--- src/rtl/mul8_err_monitor.sv ---
// rtl/mul8_err_monitor.sv - error statistics (sum |err|, worst error, error count) for an 8x8 approximate multiplier
module mul8_err_monitor #(
    parameter int N_LOG2 = 8
) (
    input  logic                  clk,
    input  logic                  rst,
    input  logic                  start,
    output logic                  busy,
    input  logic                  in_valid,
    output logic                  in_ready,
    input  logic [7:0]            in_a,
    input  logic [7:0]            in_b,
    input  logic [15:0]           in_o,
    output logic                  res_valid,
    input  logic                  res_ready,
    output logic [15+N_LOG2:0]    sum_abs_err,
    output logic [15:0]           max_err,
    output logic [7:0]            max_a,
    output logic [7:0]            max_b,
    output logic [N_LOG2:0]       err_count
);

    typedef enum logic [1:0] {IDLE, RUN, DRAIN, REPORT} state_t;

    localparam logic [N_LOG2:0] LAST = (N_LOG2 + 1)'((1 << N_LOG2) - 1);

    state_t            state;
    logic [N_LOG2:0]   cnt;
    logic              s1_valid;
    logic [7:0]        s1_a;
    logic [7:0]        s1_b;
    logic [15:0]       s1_o;

    logic              accept;
    logic [15:0]       exact;
    logic [16:0]       diff;
    logic [16:0]       neg_diff;
    logic [15:0]       abs_err;

    assign in_ready  = (state == RUN);
    assign res_valid = (state == REPORT);
    assign busy      = (state == RUN) || (state == DRAIN);
    assign accept    = in_valid && in_ready;

    // Exact product minus the approximate one, widened so overestimates come out negative
    assign exact    = {8'd0, s1_a} * {8'd0, s1_b};
    assign diff     = {1'b0, exact} - {1'b0, s1_o};
    assign neg_diff = 17'd0 - diff;
    assign abs_err  = diff[16] ? neg_diff[15:0] : diff[15:0];

    always_ff @(posedge clk or posedge rst) begin
        if (rst) begin
            state       <= IDLE;
            cnt         <= '0;
            s1_valid    <= 1'b0;
            s1_a        <= '0;
            s1_b        <= '0;
            s1_o        <= '0;
            sum_abs_err <= '0;
            max_err     <= '0;
            max_a       <= '0;
            max_b       <= '0;
            err_count   <= '0;
        end else begin
            s1_valid <= accept;
            if (accept) begin
                s1_a <= in_a;
                s1_b <= in_b;
                s1_o <= in_o;
            end

            if (s1_valid) begin
                sum_abs_err <= sum_abs_err + (16 + N_LOG2)'(abs_err);
                err_count   <= err_count + (N_LOG2 + 1)'(abs_err != 16'd0);
                // Strict compare keeps the earliest sample on ties
                if (abs_err > max_err) begin
                    max_err <= abs_err;
                    max_a   <= s1_a;
                    max_b   <= s1_b;
                end
            end

            case (state)
                IDLE: begin
                    if (start) begin
                        cnt         <= '0;
                        s1_valid    <= 1'b0;
                        sum_abs_err <= '0;
                        max_err     <= '0;
                        max_a       <= '0;
                        max_b       <= '0;
                        err_count   <= '0;
                        state       <= RUN;
                    end
                end
                RUN: begin
                    if (accept) begin
                        cnt <= cnt + 1'b1;
                        if (cnt == LAST) begin
                            state <= DRAIN;
                        end
                    end
                end
                DRAIN: begin
                    state <= REPORT;
                end
                REPORT: begin
                    if (res_ready) begin
                        state <= IDLE;
                    end
                end
                default: state <= IDLE;
            endcase
        end
    end

endmodule

--- config.mk ---
export PLATFORM = sky130hd
export DESIGN_NAME = mul8_err_monitor
export DESIGN_NICKNAME = d
export VERILOG_FILES = /design/src/rtl/mul8_err_monitor.sv
export SDC_FILE = /design/constraint.sdc
export NUM_CORES = 1
export LEC_CHECK = 0
export BUFFER_PORTS_ARGS = -buffer_cell sky130_fd_sc_hd__buf_2
export CAP_MARGIN = 10
export CORE_MARGIN = 3
export CORE_UTILIZATION = 40
export DETAILED_ROUTE_END_ITERATION = 8
export GPL_TIMING_DRIVEN = 0
export SLEW_MARGIN = 20
export SYNTH_ARGS = -nofsm -noshare
export SYNTH_HDL_FRONTEND = slang
export SYNTH_SLANG_ARGS = --single-unit
--- constraint.sdc ---
create_clock -name clk -period 21.3 [get_ports clk]
set_input_delay 1.065 -clock clk [delete_from_list [all_inputs] [get_ports clk]]
set_output_delay 1.065 -clock clk [all_outputs]
set_load 0.02 [all_outputs]
* After elaboration in Yosys (flattened, before gate mapping)
Index checks and enable logic that the tools add are counted.
** Storage, ports and cells
- Register bits after elaboration :: 109
- Bits of input ports :: 37
- Output and inout port bits :: 68
- Logic and storage cells :: 62
** Operators by class
- $add $sub $neg :: 5
- Multiply operators :: 1
- Magnitude comparators :: 1
- Equality and inequality tests :: 8
- Muxes and demuxes :: 29
- Reductions and logical operators :: 7
** Operators by type and width (number)
- 16-bit 2-to-1 mux :: 5
- 24-bit 2-to-1 mux :: 3
- 8-bit 2-to-1 mux :: 8
- 9-bit 2-to-1 mux :: 5
- 24-bit by 16-bit adder with 24-bit output :: 1
- 9-bit one-hot mux with 2 select lines :: 1
- 16-bit by 16-bit subtractor with 17-bit output :: 1
- 16-bit > comparator :: 1
- 8-bit by 8-bit multiplier with 16-bit output :: 1
- 16-bit nonzero test :: 1
- 1-bit by 16-bit subtractor with 16-bit output (first input constant) :: 1
- 9-bit by 1-bit adder with 9-bit output :: 1
- 9-bit by 1-bit adder with 9-bit output (second input constant) :: 1
- 9-bit by 8-bit equality test with 1-bit output (second input constant) :: 1
- 2-bit 2-to-1 mux :: 4
- 2-bit one-hot mux with 4 select lines :: 1
- 2-bit by 1-bit != test with 1-bit output (second input constant) :: 3
- 2-bit equality test (second input constant) :: 2
- 4-bit AND reduction :: 1
- 3-bit AND reduction :: 1
- 2-bit by 1-bit equality test with 1-bit output (second input constant) :: 1
- 2-bit logical NOT :: 1
- 1-bit 2-to-1 mux :: 2
- 2-bit != test (second input constant) :: 1
- 3 further kinds :: 3

* Longest topological paths before layout
Gate-level depths: netlist (run 1).
- Depth after elaboration :: 9
- Gate-level depth with buffers :: 34
- Depth with buffers taken out :: 31

* Worst setup path after synthesis (run 1)
OpenSTA, ideal clock, no wires.
- Path type :: register -> register
- Start point :: register s1_a[3]
- End point :: register sum_abs_err[19]
- Setup time :: 132 ps
- Data arrival time :: 7250 ps
- Required time :: 21168 ps
- Slack :: 13918 ps
- Stages on the path, launching flop included :: 33
- Buffers on the path :: 2
- Period minus slack after synthesis :: 7382 ps
- Path through :: dfrtp_1 > clkbuf_1 > and2_1 > fa_1 > inv_1 > fa_1 > inv_1 > fa_1 > inv_1 > fa_1 > inv_1 > ha_1 > o21ai_0 > o21bai_1 > o211a_1 > a21bo_1 > and3_1 > nor2_1 > clkbuf_1 > nor2_1 > a21o_1 > ha_1 > a21o_1 > a21oi_1 > o21ai_0 > a211oi_1 > o21a_1 > o31ai_1 > a2111o_1 > a41oi_1 > nor2b_1 > xnor2_1 > nor2_1
** Between the ends
- Longest elaborated chain between the ends :: 8
** RTL lines
- start, declared :: line 30 : logic [7:0] s1_a;
- start signal, assigned :: line 67 : s1_a <= in_a;
- 8-bit by 8-bit multiplier with 16-bit output * :: line 46 : assign exact = {8'd0, s1_a} * {8'd0, s1_b};
- 16-bit by 16-bit subtractor with 17-bit output * :: line 47 : assign diff = {1'b0, exact} - {1'b0, s1_o};
- 1-bit by 16-bit subtractor with 16-bit output :: line 48 : assign neg_diff = 17'd0 - diff;
- 16-bit 2-to-1 mux * :: line 49 : assign abs_err = diff[16] ? neg_diff[15:0] : diff[15:0];
- 24-bit by 16-bit adder with 24-bit output * :: line 73 : sum_abs_err <= sum_abs_err + (16 + N_LOG2)'(abs_err);
- 24-bit 2-to-1 mux * :: line 72 : if (s1_valid) begin
- 24-bit 2-to-1 mux :: line 85 : if (start) begin
- 24-bit 2-to-1 mux * :: line 83 : case (state)
- end signal, assigned :: line 73
- end, declared :: line 16 : output logic [15+N_LOG2:0] sum_abs_err,
Mark *: on every way between the ends. The rest lies on a longest branch, timed or not.
A chain may end at the register's enable or synchronous reset.

* Worst setup path after layout (run 1)
- Start point :: register s1_a[3]
- End point :: register max_err[14]
** Between the ends
- Longest elaborated chain between the ends :: 9
** RTL lines
- 8-bit by 8-bit multiplier with 16-bit output * :: line 46
- 16-bit by 16-bit subtractor with 17-bit output * :: line 47
- 1-bit by 16-bit subtractor with 16-bit output :: line 48
- 16-bit 2-to-1 mux * :: line 49
- 16-bit > comparator :: line 76 : if (abs_err > max_err) begin
- 16-bit 2-to-1 mux * :: line 76
- 16-bit 2-to-1 mux * :: line 72
- 16-bit 2-to-1 mux :: line 85
- 16-bit 2-to-1 mux * :: line 83
- end signal, assigned :: line 77 : max_err <= abs_err;
- end, declared :: line 17 : output logic [15:0] max_err,
Marked as above.

==> impl_metrics.py, run 1 <==
metrics = {
    "status": {
        "outcome": "complete, no violations",
    },
    "drt": {
        "drtIter0Drc": 295,
        "ant_nets": 0,
        "wirelength_mm": 22.1,
        "post_drt_wl_per_cell_um": 16.0,
        "vias_per_cell": 5.18,
        "via_count": 7151,
        "drc_errors": 0,
        "drt_pre_antenna_iters": 4,
    },
    "final_layout": {
        "fin_area_mm2": 0.0103,
        "syn_to_final_growth_pct": 13.5,
        "antenna_cells": 0,
        "drive_gt1_share_pct": 16.1,
        "fillers": 2202,
        "nets": 1266,
    },
    "floorplanning": {
        "die_y_um": 156,
        "ios": 105,
        "fp.dieArea_mm2": 0.0245,
        "die_w_um": 156,
        "core-area_mm2": 0.0220,
        "start_util_pct": 41.1,
        "placement_rows": 54,
    },
    "cts": {
        "post_cts_buffers": 0,
        "clock-sinks": 109,
        "cts_hold_buf": 0,
        "cts_root_buf": "clkbuf_16",
        "clk_pin_slew_ps": 80,
        "cts_tree": "yes",
        "cts-htree-levels": 3,
        "cts-buffers-inserted": 9,
        "cts_buffer_depth": 2,
        "ctsResizeCount": 0,
        "insertion_delay_ps": 360,
    },
    "global_route": {
        "first_global_vias": 7184,
        "track_usage_pct": 18.7,
        "grt_antenna_before_repair": 0,
        "overflow": 0,
        "grt_max_degree": 57,
        "grt_pass1_wl_mm": 36.5,
    },
    "critical_path": {
        "r2r_cells": 31,
        "end_kind": "register",
        "max_stage_delay_ps": 540,
        "cpMaxStageDelayCell": "fa_1",
        "r2r_end": "max_err[14]$_DFF_PP0_",
        "rrSetupSlack_ps": 12690,
        "required_ps": 21560,
        "cp_common_cell": "fa_1",
        "cp.arrival_ps": 8870,
        "critPathKind": "register to register",
        "r2r-start": "s1_a[3]$_DFFE_PP0P_",
        "cp-start-kind": "register",
        "cp_max_fo": 10,
    },
    "worst_hold_path": {
        "hold-path-cell-count": 1,
        "min_to": "s1_o[5]$_DFFE_PP0P_",
        "min_from": "s1_o[5]$_DFFE_PP0P_",
        "hold_path_class": "register to register",
    },
    "synth": {
        "async_flop_share_pct": 100,
        "synthTopCellsByCount": "inv_1, dfrtp_1, ha_1, nor2_1, nand2_1",
        "synth_nets": 1150,
        "synth_seq_cells": 109,
        "synth_top_area_share_pct": 30.1,
        "synth_top_area_cell": "dfrtp_1",
        "synth.most_common_cell": "inv_1",
        "yosysUniqueCellTypes": 69,
        "synth_area_per_cell_um2": 9.25,
        "synth.yosys.seq_area_share_pct": 30.1,
        "yosysWarnings": 0,
        "synth-edff-count": 0,
        "synth_area_mm2": 0.00905,
        "ys_top_cells_by_area": "dfrtp_1, ha_1, fa_1",
        "syn_inst": 979,
        "synth_ff_type": "dfrtp_1",
    },
    "place": {
        "gp_congestion": 0.877,
        "dpl_cell_area_mm2": 0.00995,
        "hpwl_mm": 17.6,
        "io_buffers": 104,
        "dp_slack_ps": 12690,
    },
    "sta": {
        "finalHoldViolations": 0,
        "final_max_slew_viol_count": 0,
        "grt_setup_unrepaired": "false",
        "clock.fmax_mhz": 116,
        "finalSetupViolCount": 0,
        "finalClockSkew_ps": 8.47,
        "setup-tns-final_ps": 0,
        "post-route-period-util_pct": 40.4,
        "worst_pin_slew_ps": 870,
        "setup_ws_ps": 12690,
        "relSlewSlack_pct": 42.0,
        "post-route-min-period_ps": 8610,
    },
    "run": {
        "maxCapViolCount": 0,
    },
}
[per-stage QoR]
| stage | util [%] | cells | hold WS [ps] |
|---|---|---|---|
| 4_1_cts | 46.6 | 1380 | 512 |
| 3_5_place_dp | 45.2 | 1364 | 494 |
| 5_1_grt | 46.6 | 1380 | 532 |
| 3_3_place_gp | 45.0 | 1363 | 490 |
| 6_report | 46.6 | 1380 | 509 |
| 2_1_floorplan | - | 979 | 471 |
[metal layers]
layer	GRT usage [%]	share of wire, %
met3	3.90	4.9
met4	5.46	2.3
met1	25.1	47
met2	30.8	46
met5	0	0
[cell type report]
type / count / area [um2] / area share (%)
multi-input combinational: 701 / 5670 / 55.2
sequential: 109 / 2730 / 26.5
timing repair buffer: 105 / 548 / 5.33
inverter: 132 / 500 / 4.87
tap: 280 / 350 / 3.41
clock buffer: 10 / 239 / 2.33
buffer: 37 / 156 / 1.52
clock inverter: 6 / 81.3 / 0.792
[cell families (layout without fill, tap and decap cells)]
kind of cell,count (synthesis),in the layout,synth area share (%)
mux,45,45,5.42
xor+xnor,46,46,4.69
fa+ha+maj,134,134,22.8
simple gates,292,292,16.4
flops,109,109,30.1
buf+inv,169,290,7.20
compound gates,184,184,13.4
[critical path, delay by kind of cell, from the launching register on]
family	cells	cell delay (ps)
AOI/OAI and AO/OA	10	2410
xor gates and xnor gates	1	440
adders and majority gates	6	2740
buffers and inverters	5	1100
DFF	1	330
and+or+nand+nor	9	1460
[sequential cells by signal, summed over array words and instances, names as in the netlist]
| signal | flops |
|---|---|
| sum_abs_err | 24 |
| max_err | 16 |
| s1_o | 16 |
| cnt | 9 |
| err_count | 9 |
| max_a | 8 |
| max_b | 8 |
| s1_a | 8 |
| s1_b | 8 |
| state | 2 |
| s1_valid | 1 |
[how the worst max path moves through the flow]
stage | startpoint | end | slack (ps) | cells past startpoint
floorplan | s1_a[3]$_DFFE_PP0P_ | sum_abs_err[19]$_DFF_PP0_ | 13920 | 32
global placement | s1_a[2]$_DFFE_PP0P_ | max_err[6]$_DFF_PP0_ | 12790 | 31
detailed placement | s1_a[2]$_DFFE_PP0P_ | max_err[14]$_DFF_PP0_ | 12690 | 31
CTS | s1_a[2]$_DFFE_PP0P_ | max_err[4]$_DFF_PP0_ | 12660 | 31
global route | s1_a[3]$_DFFE_PP0P_ | max_err[9]$_DFF_PP0_ | 11990 | 31
finish | s1_a[3]$_DFFE_PP0P_ | max_err[14]$_DFF_PP0_ | 12690 | 31
[layout by cell type (no fill, tap or decap), types with 3 or more instances in the layout]
cell type | synthesis | final
o21ai_1 | 22 | 22
inv_1 | 131 | 130
o21a_1 | 6 | 6
fa_1 | 51 | 51
a21o_1 | 11 | 11
a21boi_0 | 4 | 4
mux2_2 | 32 | 32
clkbuf_1 | 23 | 23
and3_1 | 11 | 11
xnor2_1 | 24 | 24
ha_1 | 83 | 83
a31oi_1 | 3 | 3
o21ai_0 | 30 | 30
clkbuf_16 | 0 | 9
nor2_1 | 64 | 64
buf_2 | 8 | 112
buf_1 | 4 | 4
nand2b_1 | 5 | 5
xor2_1 | 20 | 20
a21oi_1 | 49 | 49
nand3_1 | 36 | 36
nor3b_1 | 5 | 5
mux2i_1 | 13 | 13
o31ai_1 | 7 | 7
nor2b_1 | 12 | 12
a211oi_1 | 15 | 15
dfrtp_1 | 109 | 109
nand4_1 | 12 | 12
o21bai_1 | 3 | 3
nand2_1 | 53 | 53
and2_1 | 44 | 44
clkinv_4 | 0 | 3
o211ai_1 | 4 | 4
or3_1 | 10 | 10
nor3_1 | 26 | 26
Power of run 1 is left out: the tool's default activity adds up to more than one toggle a clock period on the data nets, which glitch-free logic cannot reach.
==> run 2, diff against run 1 <==
Clock period 21.3 ns to 8.3 ns, I/O delays scaled along.
==> impl_metrics.py, run 2 (synthesis results as in run 1) <==
metrics = {
    "drt": {
        "wirelength_mm": 22.2,
        "ant_nets": 0,
        "drc_errors": 0,
        "vias_per_cell": 5.21,
        "drtIter0Drc": 288,
        "drt_pre_antenna_iters": 7,
        "via_count": 7136,
        "post_drt_wl_per_cell_um": 16.2,
    },
    "sta": {
        "finalClockSkew_ps": 12.6,
        "fin_hold_ws_ps": 106,
        "clock.fmax_mhz": 128,
        "worst_pin_slew_ps": 884,
        "finalHoldViolations": 0,
        "finalSetupViolCount": 0,
        "relSlewSlack_pct": 41.1,
        "post-route-period-util_pct": 94.3,
        "post-route-min-period_ps": 7830,
        "final_max_slew_viol_count": 0,
    },
    "critical_path": {
        "max_stage_delay_ps": 540,
        "end_kind": "register",
        "cp_common_cell": "fa_1",
        "rrSetupSlack_ps": 470,
        "cp.arrival_ps": 8090,
        "required_ps": 8560,
        "cp_max_fo": 10,
        "r2r-start": "s1_a[2]$_DFFE_PP0P_",
        "cp-start-kind": "register",
        "cpMaxStageDelayCell": "fa_1",
        "critPathKind": "register to register",
        "crit_start": "s1_a[2]$_DFFE_PP0P_",
    },
    "cts": {
        "cts_tree": "yes",
        "cts_root_buf": "clkbuf_16",
        "insertion_delay_ps": 360,
        "cts_buffer_depth": 2,
        "clock-sinks": 109,
        "clk_pin_slew_ps": 80,
        "cts_hold_buf": 0,
        "cts-htree-levels": 3,
        "cts-buffers-inserted": 9,
    },
    "worst_hold_path": {
        "hold_path_class": "input port to asynchronous set/reset pin",
    },
    "floorplanning": {
        "start_util_pct": 41.1,
        "core-area_mm2": 0.0220,
        "ios": 105,
        "die_y_um": 156,
        "die_w_um": 156,
        "placement_rows": 54,
        "fp.dieArea_mm2": 0.0245,
    },
    "final_layout": {
        "seq_area_mm2": 0.00274,
        "largest_register_ffs": 24,
        "final_cell_mix": "inv_1, buf_2, dfrtp_1",
        "fillers": 2197,
        "top_register": "sum_abs_err",
        "top_regs": "sum_abs_err (24), max_err (16), s1_o (16)",
        "nets": 1256,
        "drive_gt1_share_pct": 18.6,
        "mostFrequentLayoutCell": "inv_1",
        "syn_to_final_growth_pct": 14.1,
        "antenna_cells": 0,
        "multi_input_area_mm2": 0.00573,
    },
    "global_route": {
        "grt_pass1_wl_mm": 36.5,
        "grt_max_degree": 57,
        "first_global_vias": 7164,
        "grt_antenna_before_repair": 0,
        "track_usage_pct": 18.7,
        "overflow": 0,
    },
    "place": {
        "hpwl_mm": 17.6,
        "io_buffers": 104,
        "gp_congestion": 0.877,
    },
    "status": {
        "outcome": "complete, no violations",
    },
    "run": {
        "maxCapViolCount": 0,
    },
}
run 2: changes by cell type in the layout (fill, tap and decap cells not counted), sizes merged:
| cell | previous run | this run |
|---|---|---|
| buf | 119 | 121 |
| clkbuf | 33 | 21 |
run 2: area by class of cell:
type | instances | area share [%]
plain buffers | 24 | 1.10
clock buffers | 10 | 2.31
clock inverters | 6 | 0.788
inverters | 132 | 4.85
multi-input cells | 701 | 55.5
flip-flops and latches | 109 | 26.6
well taps | 280 | 3.39
repair buffers | 108 | 5.53
run 2: critical path: cells and delay by family (launching register included):
family          cells  cell delay, ps
buf+inv             5             650
flops               1             510
fa+ha+maj           6            2770
simple gates        7            1080
compound gates     12            2470
xor+xnor            1             240
run 2: per-layer routing:
metal	vias to the layer above	part of all wire (%)	global-route usage [%]	wire, um
met5	-	0	0	0
met4	0	1.6	5.17	346
met3	18	4.5	3.84	997
met2	120	47	30.9	10400
met1	3464	47	25.0	10400
li1	3534	-	-	-
run 2: timing repair:
action | in CTS | in global routing
setup endpoints to repair | 38 | 44
buffers inserted | 0 | 3
pin swaps | 0 | 1
resized for setup | 3 | 24
run 2: path summary, 6_finish.rpt:
kind,endpoint,cells past startpoint
min in group clk,s1_o[5]$_DFFE_PP0P_,2
min reg2reg,s1_o[5]$_DFFE_PP0P_,1
max,max_err[14]$_DFF_PP0_,31
min,max_b[3]$_DFF_PP0_,2
max reg2reg,max_err[14]$_DFF_PP0_,31
max in group asynchronous,sum_abs_err[6]$_DFF_PP0_,3
run 2: through the flow:
step	cell area [um2]	worst slack, ps	util [%]	instances	TNS [ps]
after floorplan	9050	918	-	979	0
after global placement	9920	-212	45.0	1363	-5500
after detailed placement	9950	-307	45.2	1364	-9130
after CTS	10300	6.97	46.6	1373	0
after global routing	10300	-48.3	46.9	1370	-190
final	10300	470	46.9	1370	0
Power of run 2 is left out for the same reason.
